## config.mk

```make
export PLATFORM = sky130hd
export DESIGN_NAME = click_pattern_decoder
export DESIGN_NICKNAME = d
export VERILOG_FILES = /design/src/rtl/click_pkg.sv /design/src/rtl/click_gap_timer.sv /design/src/rtl/click_pattern_decoder.sv
export SDC_FILE = /design/constraint.sdc
export NUM_CORES = 1
export LEC_CHECK = 0
export CAP_MARGIN = 0
export CORE_MARGIN = 10
export CORE_UTILIZATION = 37
export CTS_CLUSTER_SIZE = 30
export DETAILED_ROUTE_END_ITERATION = 12
export GPL_ROUTABILITY_DRIVEN = 0
export SYNTH_ARGS = -nofsm -noshare
export SYNTH_HDL_FRONTEND = slang
export SYNTH_SLANG_ARGS = --single-unit
```

## constraint.sdc

```tcl
create_clock -name clk -period 1.4 [get_ports clk]
set_input_delay 0.14 -clock clk [delete_from_list [all_inputs] [get_ports clk]]
set_output_delay 0.14 -clock clk [all_outputs]
set_load 0.05 [all_outputs]
```

## src/rtl/click_pkg.sv

```systemverilog
// click_pkg: shared types and limits for the click pattern decoder.
// Holds the FSM state enum, the event count width and legal ranges.
package click_pkg;

   // Width of the click count carried with each event.
   localparam int COUNT_W = 2;

   // Legal range for the burst-closing click count.
   localparam int MAX_CLICKS_MIN = 2;
   localparam int MAX_CLICKS_MAX = 3;

   // Shortest gap window that still leaves room for a count-up.
   localparam int GAP_CYCLES_MIN = 2;

   typedef enum logic {
      IDLE    = 1'b0,
      COLLECT = 1'b1
   } click_state_t;

endpackage

```

## src/rtl/click_gap_timer.sv

```systemverilog
// click_gap_timer: counts idle cycles between pulses of one burst.
// Ports: clk, rst (async high), clear, enable in; expired out.
module click_gap_timer #(
   parameter int GAP_CYCLES = 16
) (
   input  logic clk,
   input  logic rst,
   input  logic clear,
   input  logic enable,
   output logic expired
);

   localparam int GAP_W =
      (GAP_CYCLES > 1) ? $clog2(GAP_CYCLES) : 1;
   localparam logic [GAP_W-1:0] GAP_LAST =
      GAP_W'(GAP_CYCLES - 1);

   logic [GAP_W-1:0] gap_cnt;

   // Saturates at the last value rather than wrapping; the owner
   // clears it on the same edge the expiry is acted upon.
   always_ff @(posedge clk or posedge rst) begin
      if (rst) begin
         gap_cnt <= '0;
      end else if (clear) begin
         gap_cnt <= '0;
      end else if (enable && (gap_cnt != GAP_LAST)) begin
         gap_cnt <= gap_cnt + 1'b1;
      end
   end

   assign expired = enable && (gap_cnt == GAP_LAST);

endmodule

```

## src/rtl/click_pattern_decoder.sv

```systemverilog
// click_pattern_decoder: groups debounced pulses into bursts and
// classifies them as 1..MAX_CLICKS clicks.
// Ports: clk, rst (async high), pulse_in, evt_ready in;
// evt_valid, evt_count, drop_pulse, busy out.
module click_pattern_decoder
   import click_pkg::*;
#(
   parameter int GAP_CYCLES = 16,
   parameter int MAX_CLICKS = 3
) (
   input  logic               clk,
   input  logic               rst,
   input  logic               pulse_in,
   output logic               evt_valid,
   input  logic               evt_ready,
   output logic [COUNT_W-1:0] evt_count,
   output logic               drop_pulse,
   output logic               busy
);

   if ((MAX_CLICKS < MAX_CLICKS_MIN) ||
       (MAX_CLICKS > MAX_CLICKS_MAX)) begin : g_bad_max
      $error("click_pattern_decoder: MAX_CLICKS out of range");
   end

   if (GAP_CYCLES < GAP_CYCLES_MIN) begin : g_bad_gap
      $error("click_pattern_decoder: GAP_CYCLES too small");
   end

   localparam logic [COUNT_W-1:0] MAX_C = COUNT_W'(MAX_CLICKS);

   click_state_t       state;
   click_state_t       state_nxt;
   logic [COUNT_W-1:0] click_cnt;
   logic [COUNT_W-1:0] click_nxt;
   logic [COUNT_W-1:0] click_inc;
   logic [COUNT_W-1:0] emit_cnt;
   logic               emit;
   logic               expired;
   logic               gap_clear;
   logic               gap_en;
   logic               out_free;

   assign click_inc = click_cnt + 1'b1;

   // Gap window restarts on every pulse, while idle, and on emit.
   assign gap_clear = (state == IDLE) || pulse_in || emit;
   assign gap_en    = (state == COLLECT) && !pulse_in;

   click_gap_timer #(
      .GAP_CYCLES (GAP_CYCLES)
   ) u_gap (
      .clk     (clk),
      .rst     (rst),
      .clear   (gap_clear),
      .enable  (gap_en),
      .expired (expired)
   );

   always_ff @(posedge clk or posedge rst) begin
      if (rst) begin
         state <= IDLE;
      end else begin
         state <= state_nxt;
      end
   end

   always_comb begin
      state_nxt = state;
      unique case (state)
         IDLE: begin
            if (pulse_in) begin
               state_nxt = COLLECT;
            end
         end
         COLLECT: begin
            if (pulse_in) begin
               if (click_inc == MAX_C) begin
                  state_nxt = IDLE;
               end
            end else if (expired) begin
               state_nxt = IDLE;
            end
         end
         default: state_nxt = IDLE;
      endcase
   end

   // A pulse always wins over a timeout on the same edge: it is
   // counted and the gap window restarts.
   always_comb begin
      emit      = 1'b0;
      emit_cnt  = click_cnt;
      click_nxt = click_cnt;
      unique case (state)
         IDLE: begin
            if (pulse_in) begin
               click_nxt = COUNT_W'(1);
            end
         end
         COLLECT: begin
            if (pulse_in) begin
               if (click_inc == MAX_C) begin
                  emit      = 1'b1;
                  emit_cnt  = click_inc;
                  click_nxt = '0;
               end else begin
                  click_nxt = click_inc;
               end
            end else if (expired) begin
               emit      = 1'b1;
               emit_cnt  = click_cnt;
               click_nxt = '0;
            end
         end
         default: begin
            click_nxt = '0;
         end
      endcase
   end

   always_ff @(posedge clk or posedge rst) begin
      if (rst) begin
         click_cnt <= '0;
      end else begin
         click_cnt <= click_nxt;
      end
   end

   // Slot is reusable when empty or being drained this edge.
   assign out_free = !evt_valid || evt_ready;

   always_ff @(posedge clk or posedge rst) begin
      if (rst) begin
         evt_valid  <= 1'b0;
         evt_count  <= '0;
         drop_pulse <= 1'b0;
      end else begin
         drop_pulse <= 1'b0;
         if (emit) begin
            if (out_free) begin
               evt_valid <= 1'b1;
               evt_count <= emit_cnt;
            end else begin
               drop_pulse <= 1'b1;
            end
         end else if (evt_valid && evt_ready) begin
            evt_valid <= 1'b0;
         end
      end
   end

   assign busy = (state == COLLECT);

endmodule

```

==> results_dict.tcl, run 1 <==
set metrics [dict create \
    rows 14 \
    grt_setup_unrepaired "yes" \
    synth_nets 61 \
    grt_max_degree 12 \
    syn_avg_cell_area_um2 10.9 \
    crit_fanout 4 \
    max_cap_violations 0 \
    setup_ws_ps 6.06 \
    synth_seq_cells 11 \
    p_leak_nw 0.387 \
    core_um2 1490 \
    final_cell_mix "14 x buf_4, 8 x dfrtp_1, 5 x nor2_1" \
    via_per_inst 5.03 \
    syn_inst 53 \
    crit_cells 5 \
    postLayoutCoreUtil_pct 54.7 \
    critPathLaunchType "register" \
    ioPinCount 9 \
    grt_usage_pct 7.70 \
    die_area_um2 3550 \
    routedWlPerCell_um 13.3 \
    tritoncts "built" \
    max_clock_freq_mhz 717 \
    placed_area_um2 741 \
    ir_worst_vdd_mv 0.571 \
    seqCellArea_um2 279 \
    yosysWarnings 0 \
    clkLatencyLatePin_ps 270 \
    slowest_stage "dfrtp_1" \
    stdcell_area_um2 815 \
    post-place-ws_ps -208 \
    die_h_um 59.6 \
    startpoint "click_cnt[0]" \
    cp.required_ps 1560 \
    drt_iter0_drc 5 \
    fin_tns_setup_ps 0 \
    skew_ps 4.30 \
    hpwl_um 872 \
    grt_pass1_vias 468 \
    slowest_delay_ps 390 \
    cp-end-kind "register" \
    p_per_area_nw_per_um2 1280 \
    synth_flop_cell "dfrtp_1" \
    hold_viol_final 0 \
    cts_made_buffers 3 \
    post-route-min-period_ps 1390 \
    final.period_utilization_pct 99.6 \
    worst_pin_slew_ps 423 \
    via_count 453 \
    cts_root_buf "clkbuf_4" \
    final_common_cell "buf_4" \
    hp-class "in2async" \
    clk_path_buf_depth 2 \
    multi_input_area_um2 300 \
    crit_family "multiplexers" \
    finalPower_mw 1.04 \
    first_pass_iters 4 \
    drt-total-wl_mm 1.20 \
    io_buffer_count 8 \
    grt_pass1_wl_mm 2.04 \
    initial_core_util_pct 38.9 \
    clock_sink_count 11 \
    setup_viol 0 \
    antenna_cells 0 \
    clkTransAtPathRegs_ps 70 \
    nets 83 \
    r2r_start "click_cnt[0]" \
    worstRegToRegCells 5 \
    yosysSeqAreaShare_pct 47.5 \
    critPathBufInv 1 \
    drv_slew 0 \
    synth_edf_count 0 \
    antenna_found_initial 0 \
    htree_levels 1 \
    ant_nets 0 \
    syn_area_um2 579 \
    status "complete, no violations" \
    regToRegEndpoint "evt_count[1]" \
    worstPathCellList "inv_2 > ha_4 > nand3_2 > mux2_4 > mux2_4" \
    grt-ovfl-total 0 \
    fillers 125 \
    worstSetupPathType "reg2reg" \
    worstPathArrival_ps 1560 \
    drive_gt1_share_pct 51.4 \
    die_w_um 59.6 \
    synth_cell_type_count 25 \
    max_slew_margin_pct 71.7 \
    area_growth_pct 40.6 \
    async_reset_ff_share_pct 100 \
    rrSetupSlack_ps 6 \
    cpMostUsedCell "mux2_4" \
    drc 0 \
]
[power breakdown]
group / total, mW / switching, mW / internal [mW]
registers: 0.408 / 0.0392 / 0.368
logic: 0.413 / 0.222 / 0.191
clock network: 0.223 / 0.113 / 0.110
[sequential cells by signal (all words and copies together), names as in the netlist]
| register | flops |
|---|---|
| busy | 1 |
| click_cnt | 2 |
| drop_pulse | 1 |
| evt_count | 2 |
| evt_valid | 1 |
| u_gap.gap_cnt | 4 |
[through the flow]
stage | hold slack (ps) | std cells
after floorplan | -7.70 | 53
after global placement | 461 | 85
after detailed placement | 470 | 85
after CTS | 167 | 89
after global routing | 215 | 90
final | 152 | 90
[worst max path at each step]
| stage | end | slack, ps |
|---|---|---|
| after floorplan | evt_count[1] | -30 |
| after global placement | evt_count[0] | -170 |
| after detailed placement | evt_count[1] | -210 |
| after CTS | evt_count[1] | -6 |
| after global routing | evt_count[1] | -40 |
| final | evt_count[1] | 6 |
[repair_timing]
action / 4_1_cts / 5_1_grt
setup endpoints to repair: 2 / 4
pin swaps: 0 / 1
setup buffers: 0 / 1
hold endpoints to repair: 0 / 0
gates resized for setup: 6 / 4
hold buffers: 0 / 0
[worst reg2reg max path, stage by stage, from the launching register on]
cell	delay, ps
dfrtp_1	390
inv_2	80
ha_4	160
nand3_2	90
mux2_4	300
mux2_4	260
[synthesized netlist by cell type, types with 2 or more instances]
cell,n,area share (%)
dfrtp_1,11,48
inv_1,6,3.9
nor2_1,5,3.2
ha_1,4,8.6
a31o_2,3,4.5
a21oi_1,2,1.7
a31oi_1,2,2.2
mux2_2,2,3.9
o21ai_0,2,1.7
[cell families (layout without fill, tap and decap cells)]
| group | count (synthesis) | after routing | share of synthesized area [%] |
|---|---|---|---|
| buffers and inverters | 8 | 29 | 7.13 |
| XOR/XNOR | 2 | 2 | 3.02 |
| AO/OA/AOI/OAI | 10 | 10 | 11.7 |
| adder cells (fa/ha/maj) | 4 | 4 | 8.64 |
| multiplexers | 3 | 3 | 6.48 |
| AND/OR/NAND/NOR | 15 | 15 | 15.6 |
| flip-flops | 11 | 11 | 47.5 |
[final cells by class]
type / count / area share (%)
multi-input cells: 34 / 36.9
flip-flops and latches: 11 / 34.3
repair buffers: 19 / 20.4
clock buffers: 4 / 3.23
inverters: 6 / 2.76
well taps: 16 / 2.46
[layer usage]
| metal | wire [um] | GRT usage [%] | part of all wire, % |
|---|---|---|---|
| met5 | 0 | 0 | 0 |
| met4 | 27 | 5.77 | 2.3 |
| met1 | 533 | 8.88 | 45 |
| met2 | 521 | 10.7 | 44 |
| met3 | 112 | 3.65 | 9.4 |
Note: power is estimated with default switching activity, not from simulation.
==> inputs of run 2 (changes only) <==
CORE_MARGIN = 5   (was 10)
SLEW_MARGIN = 5   (was default)
==> results_dict.tcl, run 2 (synthesized netlist as in run 1, its figures left out) <==
set metrics [dict create \
    status "complete, but fails checks" \
    violations "negative setup slack" \
    via_count 451 \
    p_sw_share_pct 36.0 \
    cp.required_ps 1560 \
    grt_util_met3_pct 6.02 \
    area_growth_pct 36.9 \
    ioPinCount 9 \
    max_clock_freq_mhz 708 \
    initial_core_util_pct 38.9 \
    critPathBufInv 0 \
    antenna_cells 0 \
    nets 83 \
    clkLatencyLatePin_ps 270 \
    p_per_area_nw_per_um2 1280 \
    ctsHoldBuffers 0 \
    tritoncts "built" \
    grt_pass1_vias 470 \
    clkTransAtPathRegs_ps 70 \
    antenna_found_initial 0 \
    setup_viol 1 \
    hpwl_um 897 \
    clk_path_buf_depth 2 \
    via_per_inst 5.01 \
    place_inst 84 \
    worst_pin_slew_ps 431 \
    core_um2 1490 \
    grt_pass1_wl_mm 2.09 \
    final_common_cell "buf_4" \
    post-route-min-period_ps 1410 \
    clkPwrFrac_pct 21.8 \
    fillers 150 \
    power_switching_mw 0.365 \
    use_met2_pct 17.2 \
    r2r_start "u_gap.gap_cnt[1]" \
    stdcell_area_um2 793 \
    seqPwrFrac_pct 39.8 \
    grt_usage_pct 11.4 \
    slowest_stage "dfrtp_1" \
    crit_family "flip-flops" \
    p_comb_share_pct 38.4 \
    final_cells 90 \
    drv_slew 0 \
    skew_ps 4.46 \
    drive_gt1_share_pct 48.6 \
    cts_made_buffers 3 \
    met1_usage_pct 13.2 \
    fin_tns_setup_ps -11.6 \
    routedWlPerCell_um 13.2 \
    die_area_um2 2460 \
    max_slew_margin_pct 71.2 \
    max_cap_violations 0 \
    startpoint "u_gap.gap_cnt[1]" \
    placed_area_um2 733 \
    postLayoutCoreUtil_pct 53.3 \
    ir_worst_vdd_mv 0.554 \
    die_h_um 49.6 \
    post-place-ws_ps -246 \
    rows 14 \
    crit_fanout 4 \
    hold_viol_final 0 \
    critPathLaunchType "register" \
    die_w_um 49.6 \
    hp-class "in2async" \
    drc 0 \
    final.period_utilization_pct 101 \
    io_buffer_count 8 \
    worstSetupPathType "reg2reg" \
    worstPathCellList "ha_2 > a31o_2 > o2111ai_2 > mux2_2" \
    grt.busiest_layer "met2" \
    worstPathArrival_ps 1570 \
    top_regs "u_gap.gap_cnt (4), click_cnt (2), evt_count (2)" \
    drt_iter0_drc 1 \
    slowest_delay_ps 390 \
    grt_max_degree 12 \
    drt-total-wl_mm 1.19 \
    cts_root_buf "clkbuf_4" \
    clock_sink_count 11 \
    top_register "u_gap.gap_cnt" \
    htree_levels 1 \
    hold_ws_ps 160 \
    p_int_mw 0.648 \
    first_pass_iters 2 \
    largest_register_ffs 4 \
    p_leak_nw 0.383 \
    grt_setup_unrepaired "yes" \
    setup_ws_ps -11.6 \
    ant_nets 0 \
    cp-end-kind "register" \
    grt-ovfl-total 0 \
    final_cell_mix "15 x buf_4, 9 x dfrtp_1, 5 x nor2_1" \
    finalPower_mw 1.01 \
]
[run 2: cell counts in the layout (fill, tap and decap cells not counted)]
Identical to the previous run, type by type.
[run 2: path summary, 6_finish.rpt]
| kind | to | cells past startpoint | slack, ps |
|---|---|---|---|
| worst max-delay path | evt_count[1] | 4 | -10 |
| worst min-delay path | click_cnt[1] | 2 | 160 |
| worst max register to register | evt_count[1] | 4 | -10 |
| worst min register to register | evt_count[1] | 1 | 520 |
| max in group asynchronous | busy | 2 | 910 |
| min in group clk | evt_count[1] | 1 | 520 |
[run 2: layer usage]
layer	vias to the layer above	share of wire, %
li1	224	-
met1	214	43
met3	5	6.4
met4	0	1.6
met5	-	0
met2	8	49
[run 2: final cells by class]
type	instances	area (um2)	area share, %
clock buffers	4	26.3	3.31
inverters	6	22.5	2.84
multi-input cells	34	284	35.8
flip-flops and latches	11	278	35.0
well taps	16	20.0	2.52
repair buffers	19	163	20.5
[run 2: timing repair]
action,in CTS,in global routing
resized for setup,5,1
pin swaps,1,0
setup buffers,1,1
endpoints found under the setup margin,2,4
[run 2: worst reg2reg max path, stage by stage, from the launching register on]
cell and delay, ps:
dfrtp_1 390, ha_2 210, a31o_2 240, o2111ai_2 90
mux2_2 360
[run 2: power groups by stage]
stage	combinational, mW	clock (mW)	sequential (mW)
floorplan	0.130	0	0.511
global placement	0.369	0	0.402
detailed placement	0.372	0	0.404
CTS	0.390	0.230	0.403
global route	0.422	0.246	0.407
finish	0.389	0.221	0.403
